File: src/rtl/exe_stage_pkg.sv
// exe_stage_pkg: shared constants and types for the execute stage.
//   - ALU opcode encodings carried on esi_alu_opcode
//   - REG_INVALID: destination address meaning "no register write"
//   - mul/div FSM state encoding and operation kind
//   - is_muldiv(): true for the opcodes handled by the iterative unit
package exe_stage_pkg;

  localparam int DATA_W   = 16;
  localparam int MD_ITER  = 16;                // one iteration per data bit
  localparam int MD_CNT_W = $clog2(MD_ITER);

  // R0 is the hardwired zero register, so addressing it never writes.
  localparam logic [3:0] REG_INVALID = 4'h0;

  localparam logic [7:0] OP_NOP  = 8'h00;
  localparam logic [7:0] OP_ADD  = 8'h01;
  localparam logic [7:0] OP_SUB  = 8'h02;
  localparam logic [7:0] OP_AND  = 8'h03;
  localparam logic [7:0] OP_OR   = 8'h04;
  localparam logic [7:0] OP_XOR  = 8'h05;
  localparam logic [7:0] OP_NOT  = 8'h06;
  localparam logic [7:0] OP_SLL  = 8'h07;
  localparam logic [7:0] OP_SRL  = 8'h08;
  localparam logic [7:0] OP_SRA  = 8'h09;
  localparam logic [7:0] OP_SLT  = 8'h0A;
  localparam logic [7:0] OP_SLTU = 8'h0B;
  localparam logic [7:0] OP_CMP  = 8'h0C;
  localparam logic [7:0] OP_MOV1 = 8'h0D;
  localparam logic [7:0] OP_MOV2 = 8'h0E;
  localparam logic [7:0] OP_MUL  = 8'h10;
  localparam logic [7:0] OP_DIV  = 8'h11;
  localparam logic [7:0] OP_REM  = 8'h12;

  typedef enum logic [1:0] {
    MD_IDLE = 2'd0,
    MD_BUSY = 2'd1,
    MD_DONE = 2'd2
  } md_state_e;

  typedef enum logic [1:0] {
    MD_MUL = 2'd0,
    MD_DIV = 2'd1,
    MD_REM = 2'd2
  } md_op_e;

  function automatic logic is_muldiv(input logic [7:0] op);
    return (op == OP_MUL) || (op == OP_DIV) || (op == OP_REM);
  endfunction

endpackage

File: src/rtl/exe_stage_if.sv
// exe_stage_if: ID/EX-side inputs and EX/MEM-side outputs of the execute stage.
//   master: upstream/downstream environment (drives esi_*, observes eso_*)
//   slave : the execute stage (observes esi_*, drives eso_*)
//
// Flow control: there is no valid/ready pair. esi_hold=1 from MEM freezes
// this stage completely for that cycle. eso_stall=1 tells ID/EX and earlier
// stages to keep presenting the same instruction; the stage consumes the
// instruction on the first rising edge where eso_stall was 0 in the cycle
// before it.
interface exe_stage_if;
  logic        esi_hold;
  logic [15:0] esi_instr;
  logic [15:0] esi_pc;
  logic [7:0]  esi_alu_opcode;
  logic [15:0] esi_op1;
  logic [15:0] esi_op2;
  logic [3:0]  esi_wreg_addr;
  logic [1:0]  esi_rwe;

  logic [15:0] eso_instr;
  logic [15:0] eso_pc;
  logic [15:0] eso_result;
  logic [15:0] eso_op2;
  logic [3:0]  eso_wreg_addr;
  logic [1:0]  eso_rwe;
  logic        eso_stall;

  modport master (
    output esi_hold, esi_instr, esi_pc, esi_alu_opcode, esi_op1, esi_op2,
           esi_wreg_addr, esi_rwe,
    input  eso_instr, eso_pc, eso_result, eso_op2, eso_wreg_addr, eso_rwe,
           eso_stall
  );

  modport slave (
    input  esi_hold, esi_instr, esi_pc, esi_alu_opcode, esi_op1, esi_op2,
           esi_wreg_addr, esi_rwe,
    output eso_instr, eso_pc, eso_result, eso_op2, eso_wreg_addr, eso_rwe,
           eso_stall
  );
endinterface

File: src/rtl/exe_muldiv.sv
// exe_muldiv: iterative unsigned multiply / divide / remainder unit.
//   clk, rst   : clock, synchronous active-high reset (aborts any operation)
//   hold       : freezes state, counter and datapath
//   start      : sampled only in IDLE; opcode/op_a/op_b captured then
//   busy, done : BUSY for MD_ITER edges, then DONE for one cycle
//   result     : valid while done=1
//   state      : current FSM state, exported for observation
// Shift-add multiply keeps the low 16 product bits. Restoring division with a
// zero divisor naturally yields quotient 0xFFFF and remainder = dividend.
module exe_muldiv
  import exe_stage_pkg::*;
(
  input  logic              clk,
  input  logic              rst,
  input  logic              hold,
  input  logic              start,
  input  logic [7:0]        opcode,
  input  logic [DATA_W-1:0] op_a,
  input  logic [DATA_W-1:0] op_b,
  output logic              busy,
  output logic              done,
  output logic [DATA_W-1:0] result,
  output md_state_e         state
);

  md_state_e           state_q, state_d;
  logic [MD_CNT_W-1:0] cnt_q;
  md_op_e              kind_q;
  // acc_q: product accumulator (MUL) or partial remainder (DIV/REM)
  // shr_q: multiplier shifting right (MUL) or dividend->quotient shifting left
  // opd_q: multiplicand shifting left (MUL) or divisor (DIV/REM)
  logic [DATA_W-1:0]   acc_q, shr_q, opd_q;
  logic [DATA_W:0]     trial;
  logic                trial_ge;

  assign trial    = {acc_q, shr_q[DATA_W-1]};
  assign trial_ge = trial >= {1'b0, opd_q};

  always_comb begin
    state_d = state_q;
    unique case (state_q)
      MD_IDLE: if (start) state_d = MD_BUSY;
      MD_BUSY: if (cnt_q == MD_CNT_W'(MD_ITER - 1)) state_d = MD_DONE;
      MD_DONE: state_d = MD_IDLE;   // never restarts on the still-present op
      default: state_d = MD_IDLE;
    endcase
  end

  always_ff @(posedge clk) begin
    if (rst) begin
      state_q <= MD_IDLE;
      cnt_q   <= '0;
      kind_q  <= MD_MUL;
      acc_q   <= '0;
      shr_q   <= '0;
      opd_q   <= '0;
    end else if (!hold) begin
      state_q <= state_d;
      case (state_q)
        MD_IDLE: begin
          if (start) begin
            cnt_q  <= '0;
            acc_q  <= '0;
            shr_q  <= op_a;
            opd_q  <= op_b;
            kind_q <= (opcode == OP_MUL) ? MD_MUL :
                      (opcode == OP_DIV) ? MD_DIV : MD_REM;
          end
        end
        MD_BUSY: begin
          cnt_q <= cnt_q + MD_CNT_W'(1);
          if (kind_q == MD_MUL) begin
            if (shr_q[0]) acc_q <= acc_q + opd_q;
            opd_q <= opd_q << 1;
            shr_q <= shr_q >> 1;
          end else begin
            // The restored remainder is always below the divisor, so the
            // 16-bit subtraction cannot lose information.
            acc_q <= trial_ge ? (trial[DATA_W-1:0] - opd_q) : trial[DATA_W-1:0];
            shr_q <= {shr_q[DATA_W-2:0], trial_ge};
          end
        end
        default: ;
      endcase
    end
  end

  assign busy   = (state_q == MD_BUSY);
  assign done   = (state_q == MD_DONE);
  assign result = (kind_q == MD_DIV) ? shr_q : acc_q;
  assign state  = state_q;

endmodule

File: src/rtl/exe_stage.sv
// exe_stage: execute stage of the 16-bit pipeline with EX/MEM output latch.
//   esi_clk, esi_rst : clock, synchronous active-high reset
//   bus (slave)      : esi_* from ID/EX plus esi_hold from MEM;
//                      eso_* latched outputs plus eso_stall to ID/EX
// Single-cycle ALU results are registered one edge after presentation.
// Optional macro EXE_MULDIV_EN adds the iterative MUL/DIV/REM unit: the
// stage stalls upstream for 17 cycles, latches bubbles meanwhile, and writes
// the result on the edge leaving DONE. Without it, MUL/DIV/REM produce 0 with
// rwe forced to 0 and eso_stall follows esi_hold.
module exe_stage
  import exe_stage_pkg::*;
(
  input logic         esi_clk,
  input logic         esi_rst,
  exe_stage_if.slave  bus
);

  logic [DATA_W-1:0] a, b, alu_res, next_result;
  logic [1:0]        rwe_in;
  logic              load_bubble, md_stall;

  logic [DATA_W-1:0] instr_q, pc_q, result_q, op2_q;
  logic [3:0]        wreg_q;
  logic [1:0]        rwe_q;

  assign a = bus.esi_op1;
  assign b = bus.esi_op2;

  always_comb begin
    alu_res = '0;
    case (bus.esi_alu_opcode)
      OP_NOP:  alu_res = '0;
      OP_ADD:  alu_res = a + b;
      OP_SUB:  alu_res = a - b;
      OP_AND:  alu_res = a & b;
      OP_OR:   alu_res = a | b;
      OP_XOR:  alu_res = a ^ b;
      OP_NOT:  alu_res = ~a;
      OP_SLL:  alu_res = a << b[3:0];
      OP_SRL:  alu_res = a >> b[3:0];
      OP_SRA:  alu_res = $signed(a) >>> b[3:0];
      OP_SLT:  alu_res = {15'b0, ($signed(a) < $signed(b))};
      OP_SLTU: alu_res = {15'b0, (a < b)};
      OP_CMP:  alu_res = {15'b0, (a != b)};
      OP_MOV1: alu_res = a;
      OP_MOV2: alu_res = b;
      default: alu_res = '0;
    endcase
  end

`ifdef EXE_MULDIV_EN
  logic              md_start, md_busy, md_done;
  logic [DATA_W-1:0] md_result;
  md_state_e         md_state;

  assign md_start = (md_state == MD_IDLE) && is_muldiv(bus.esi_alu_opcode);

  exe_muldiv u_muldiv (
    .clk    (esi_clk),
    .rst    (esi_rst),
    .hold   (bus.esi_hold),
    .start  (md_start),
    .opcode (bus.esi_alu_opcode),
    .op_a   (a),
    .op_b   (b),
    .busy   (md_busy),
    .done   (md_done),
    .result (md_result),
    .state  (md_state)
  );

  // Stall is raised combinationally in the accept cycle so ID/EX keeps the
  // mul/div instruction on our inputs until DONE.
  assign md_stall    = md_start || md_busy;
  assign load_bubble = md_start || md_busy;
  assign next_result = md_done ? md_result : alu_res;
  assign rwe_in      = bus.esi_rwe;
`else
  assign md_stall    = 1'b0;
  assign load_bubble = 1'b0;
  assign next_result = alu_res;
  assign rwe_in      = is_muldiv(bus.esi_alu_opcode) ? 2'b00 : bus.esi_rwe;
`endif

  assign bus.eso_stall = !esi_rst && (bus.esi_hold || md_stall);

  always_ff @(posedge esi_clk) begin
    if (esi_rst) begin
      instr_q  <= '0;
      pc_q     <= '0;
      result_q <= '0;
      op2_q    <= '0;
      wreg_q   <= REG_INVALID;
      rwe_q    <= '0;
    end else if (!bus.esi_hold) begin
      pc_q  <= bus.esi_pc;
      op2_q <= bus.esi_op2;
      if (load_bubble) begin
        instr_q  <= '0;
        result_q <= '0;
        wreg_q   <= REG_INVALID;
        rwe_q    <= '0;
      end else begin
        instr_q  <= bus.esi_instr;
        result_q <= next_result;
        wreg_q   <= bus.esi_wreg_addr;
        rwe_q    <= rwe_in;
      end
    end
  end

  assign bus.eso_instr     = instr_q;
  assign bus.eso_pc        = pc_q;
  assign bus.eso_result    = result_q;
  assign bus.eso_op2       = op2_q;
  assign bus.eso_wreg_addr = wreg_q;
  assign bus.eso_rwe       = rwe_q;

endmodule

File: src/flat_wrapper.sv
// flat-port wrapper written by rule: the top's interface ports become plain ports
module exe_stage_flat import exe_stage_pkg::*;
  (esi_clk, esi_rst, bus_esi_hold, bus_esi_instr, bus_esi_pc, bus_esi_alu_opcode, bus_esi_op1, bus_esi_op2, bus_esi_wreg_addr, bus_esi_rwe, bus_eso_instr, bus_eso_pc, bus_eso_result, bus_eso_op2, bus_eso_wreg_addr, bus_eso_rwe, bus_eso_stall);
  exe_stage_if bus_i ();
  input logic esi_clk;
  input logic esi_rst;
  input wire logic [$bits(bus_i.esi_hold)-1:0] bus_esi_hold;
  input wire logic [$bits(bus_i.esi_instr)-1:0] bus_esi_instr;
  input wire logic [$bits(bus_i.esi_pc)-1:0] bus_esi_pc;
  input wire logic [$bits(bus_i.esi_alu_opcode)-1:0] bus_esi_alu_opcode;
  input wire logic [$bits(bus_i.esi_op1)-1:0] bus_esi_op1;
  input wire logic [$bits(bus_i.esi_op2)-1:0] bus_esi_op2;
  input wire logic [$bits(bus_i.esi_wreg_addr)-1:0] bus_esi_wreg_addr;
  input wire logic [$bits(bus_i.esi_rwe)-1:0] bus_esi_rwe;
  output wire logic [$bits(bus_i.eso_instr)-1:0] bus_eso_instr;
  output wire logic [$bits(bus_i.eso_pc)-1:0] bus_eso_pc;
  output wire logic [$bits(bus_i.eso_result)-1:0] bus_eso_result;
  output wire logic [$bits(bus_i.eso_op2)-1:0] bus_eso_op2;
  output wire logic [$bits(bus_i.eso_wreg_addr)-1:0] bus_eso_wreg_addr;
  output wire logic [$bits(bus_i.eso_rwe)-1:0] bus_eso_rwe;
  output wire logic [$bits(bus_i.eso_stall)-1:0] bus_eso_stall;
  assign bus_i.esi_hold = bus_esi_hold;
  assign bus_i.esi_instr = bus_esi_instr;
  assign bus_i.esi_pc = bus_esi_pc;
  assign bus_i.esi_alu_opcode = bus_esi_alu_opcode;
  assign bus_i.esi_op1 = bus_esi_op1;
  assign bus_i.esi_op2 = bus_esi_op2;
  assign bus_i.esi_wreg_addr = bus_esi_wreg_addr;
  assign bus_i.esi_rwe = bus_esi_rwe;
  assign bus_eso_instr = bus_i.eso_instr;
  assign bus_eso_pc = bus_i.eso_pc;
  assign bus_eso_result = bus_i.eso_result;
  assign bus_eso_op2 = bus_i.eso_op2;
  assign bus_eso_wreg_addr = bus_i.eso_wreg_addr;
  assign bus_eso_rwe = bus_i.eso_rwe;
  assign bus_eso_stall = bus_i.eso_stall;
  exe_stage u_core (.esi_clk(esi_clk), .esi_rst(esi_rst), .bus(bus_i));
endmodule
File: config.mk
export PLATFORM = sky130hd
export DESIGN_NAME = exe_stage_flat
export DESIGN_NICKNAME = d
export VERILOG_FILES = /design/src/rtl/exe_stage_pkg.sv /design/src/rtl/exe_stage_if.sv /design/src/rtl/exe_muldiv.sv /design/src/rtl/exe_stage.sv /design/src/flat_wrapper.sv
export SDC_FILE = /design/constraint.sdc
export NUM_CORES = 1
export LEC_CHECK = 0
export CORE_ASPECT_RATIO = 1.75
export CORE_MARGIN = 4
export CORE_UTILIZATION = 50
export CTS_BUF_LIST = sky130_fd_sc_hd__clkbuf_4
export DETAILED_ROUTE_END_ITERATION = 10
export PLACE_DENSITY = 0.91
export SLEW_MARGIN = 20
export SYNTH_ARGS = -nofsm -noshare
export SYNTH_HDL_FRONTEND = slang
export SYNTH_SLANG_ARGS = --single-unit
export TNS_END_PERCENT = 100
File: constraint.sdc
create_clock -name esi_clk -period 7.3 [get_ports esi_clk]
set_input_delay 0.73 -clock esi_clk [delete_from_list [all_inputs] [get_ports esi_clk]]
set_output_delay 0.73 -clock esi_clk [all_outputs]
set_load 0.02 [all_outputs]
==> results.py <==
metrics = {
    "setup_path": {
        "r2r_setup_slack_ns": 5.63,
        "cp.arrival_ns": 4.65,
        "worst-path-max-fanout": 38,
        "r2r-start": "u_core.bus.eso_result[13]",
        "worst_setup_path_end_kind": "flop",
        "cp_data_required_time_ns": 7.66,
        "path_class": "in -> reg",
        "reg2reg_depth": 5,
        "worstSetupStartpointType": "input port",
        "r2r-end": "u_core.bus.eso_result[13]",
    },
    "min_path": {
        "hp-class": "reg -> reg",
        "whs_path_depth": 2,
        "holdPathEnd": "u_core.bus.eso_result[1]",
        "hold_start": "u_core.bus.eso_result[1]",
    },
    "layout": {
        "drive_gt1_frac": 0.06660,
        "syn_to_final_growth_pct": 23.84,
        "mostFrequentLayoutCells": "clkdlybuf4s50_1 (147), nor2_1 (124), mux2i_1 (72), dfxtp_1 (70), a21oi_1 (67)",
        "final_common_cell": "clkdlybuf4s50_1",
        "final_net_count": 1154,
    },
    "pwr": {
        "ir_drop_mv": 0.08487,
        "cellPowerDensity_nw_per_um2": 132.6,
        "total_power_uw": 1142,
        "leakagePower_uw": 0.003489,
    },
    "route": {
        "vias": 7976,
        "wl_per_cell_um": 23.71,
        "drt_iter0_drc": 851,
        "drt_pass1_iterations": 9,
        "viasPerCell": 6.669,
        "drc": 0,
        "wl_um": 28350,
        "drtAntennaViolNets": 0,
    },
    "placed_design": {
        "gp_congestion": 1.076,
        "hpwlAfterDp_um": 21360,
        "dp_slack_ns": 2.744,
        "port_buffers": 151,
    },
    "clock_tree": {
        "cts_htree_levels": 3,
        "cts.sinks": 70,
        "cts-root-buf": "clkbuf_4",
        "cts_tree": "done",
        "clkLatencyLatePin_ns": 0.44,
        "cts_hold_buf": 0,
        "path_clk_slew_ns": 0.13,
        "cts_buffer_depth": 2,
        "post-cts-setup-buffer-count": 0,
        "cts_inserted_buffers": 9,
        "cts_resized": 0,
    },
    "sta": {
        "finalCriticalPeriod_ns": 4.282,
        "fin_worst_hold_slack_ns": 0.4706,
        "finalHoldViolations": 0,
        "worst-slew-pin-transition_ns": 1.118,
        "tns_ns": 0,
        "setup_slack_ns": 3.018,
        "slew_violations": 0,
        "maxSlewHeadroom": 0.2523,
        "maxClockFrequency_mhz": 233.5,
        "rsz0062_at_grt": "false",
        "fin_skew_ns": 0,
        "setup_viol": 0,
        "period_share": 0.5866,
    },
    "die": {
        "io_pins": 152,
        "die_x_um": 97.18,
        "core_area_um2": 13520,
        "initial_core_util": 0.5145,
        "dieArea_um2": 15940,
        "die_h_um": 164.1,
        "rows": 56,
    },
    "synth": {
        "synth-xor-area-share": 0.006294,
        "netlist_area_um2": 6958,
        "ys_warn_count": 0,
        "synth_enable_flop_cells": 0,
        "synthMuxAreaShare": 0.1618,
        "synth.net_count": 1052,
        "synth_compound_area_frac": 0.2607,
        "ys.flop_type": "dfxtp_1",
        "ys_seq_area_frac": 0.2014,
        "syn_inst": 915,
        "avgSynthCellArea_um2": 7.604,
        "yosys.area_share.adder": 0.1029,
        "synth-async-reset-ratio": 0,
        "ys_ff_latch": 70,
        "yosysUniqueCellTypes": 75,
        "yosys.area_share.simple": 0.1976,
        "synth_top_family_by_area": "compound AO/OA/AOI/OAI gates",
    },
    "global_route": {
        "grt_use_total": 0.3418,
        "antenna_found_initial": 1,
        "grt_pass1_wl_um": 42640,
        "grt_overflow": 0,
        "grt_max_degree": 61,
        "grt_pass1_vias": 7613,
    },
    "job": {
        "max_cap_viol_count": 0,
    },
    "status": {
        "status": "completed",
    },
}
[layer usage]
layer	part of all wire	GRT usage	vias up
met1	0.33	0.3451	3673
li1	-	-	3558
met2	0.49	0.6022	555
met4	0.092	0.2786	0
met5	0	0	-
met3	0.087	0.07182	190
[flip-flops by register name, indices dropped and copies added (netlist names)]
register and flops:
u_core.bus.eso_rwe 2, u_core.bus.eso_op2 16, u_core.bus.eso_wreg_addr 4, u_core.bus.eso_instr 16
u_core.bus.eso_result 16, u_core.bus.eso_pc 16
[synthesized netlist by cell type (5+ instances only)]
cell type | count | area share
nor2_1 | 124 | 0.067
mux2i_1 | 72 | 0.10
dfxtp_1 | 70 | 0.20
a21oi_1 | 67 | 0.048
nand2_1 | 64 | 0.035
ha_1 | 54 | 0.097
o21ai_0 | 48 | 0.035
inv_1 | 45 | 0.024
clkbuf_1 | 42 | 0.023
nand3_1 | 32 | 0.023
nor3_1 | 30 | 0.022
a211oi_1 | 16 | 0.017
buf_1 | 16 | 0.0086
a22oi_1 | 13 | 0.014
mux4_2 | 13 | 0.042
a31oi_1 | 12 | 0.011
buf_2 | 12 | 0.0086
o221ai_1 | 11 | 0.014
mux2_2 | 10 | 0.016
nand2b_1 | 10 | 0.0090
nor2b_1 | 10 | 0.0090
o22ai_1 | 10 | 0.0090
o211ai_1 | 7 | 0.0076
o21bai_1 | 7 | 0.0076
o31ai_1 | 6 | 0.0065
o32ai_1 | 6 | 0.0076
a21o_1 | 5 | 0.0054
a221o_1 | 5 | 0.0072
a2bb2oi_1 | 5 | 0.0063
[worst max path at each step]
stage / start / end / slack, ns / depth (start not counted)
3_5_place_dp: bus_esi_op2[2] / u_core.bus.eso_result[12] / 2.74 / 12
5_1_grt: bus_esi_op2[2] / u_core.bus.eso_result[12] / 2.90 / 12
6_report: bus_esi_op2[2] / u_core.bus.eso_result[12] / 3.02 / 12
3_3_place_gp: bus_esi_op2[2] / u_core.bus.eso_result[12] / 2.83 / 12
4_1_cts: bus_esi_op2[2] / u_core.bus.eso_result[12] / 3.17 / 12
2_1_floorplan: bus_esi_op2[2] / u_core.bus.eso_result[15] / 3.59 / 13
[through the flow]
stage / utilization / cell area, µm² / std cells
floorplan: - / 6958 / 915
global placement: 0.6256 / 8459 / 1180
detailed placement: 0.6256 / 8459 / 1180
CTS: 0.6370 / 8615 / 1195
global route: 0.6372 / 8617 / 1196
finish: 0.6372 / 8617 / 1196
[worst max-delay path, stage by stage]
cell and delay [ns]:
clkdlybuf4s50_1 0.45, buf_4 0.36, inv_1 0.48, ha_1 0.54
a21oi_1 0.18, o21bai_1 0.14, a211oi_1 0.27, nor3_1 0.12
o41ai_1 0.74, a211oi_1 0.20, o21ba_2 0.26, o21ai_0 0.14
[power by group]
part | total [µW] | leakage, µW | switching, µW | internal, µW
Clock | 293 | 0.0000857 | 156 | 137
Combinational | 441 | 0.00283 | 259 | 182
Sequential | 409 | 0.000575 | 9.16 | 400
Total | 1140 | 0.00349 | 423 | 719
[cell families (layout without fill, tap and decap cells)]
| logic type | count (synthesis) | after routing |
|---|---|---|
| and+or+nand+nor | 301 | 301 |
| AOI/OAI and AO/OA | 268 | 268 |
| buffers and inverters | 120 | 226 |
| muxes | 95 | 95 |
| DFF | 70 | 70 |
| adders and majority gates | 56 | 56 |
| xor gates and xnor gates | 5 | 5 |
| other | 0 | 1 |
[area by class of cell]
type                            count  area [µm²]
Tap cell                          174       217.7
Sequential cell                    70        1401
Antenna cell                        1       2.502
Clock buffer                        9       67.56
Clock inverter                      6       87.58
Timing Repair Buffer              164        1589
Inverter                           47       176.4
Fill cell                        1208        4906
Multi-Input combinational cell    725        5075
Power figures use the tool's default switching activity.
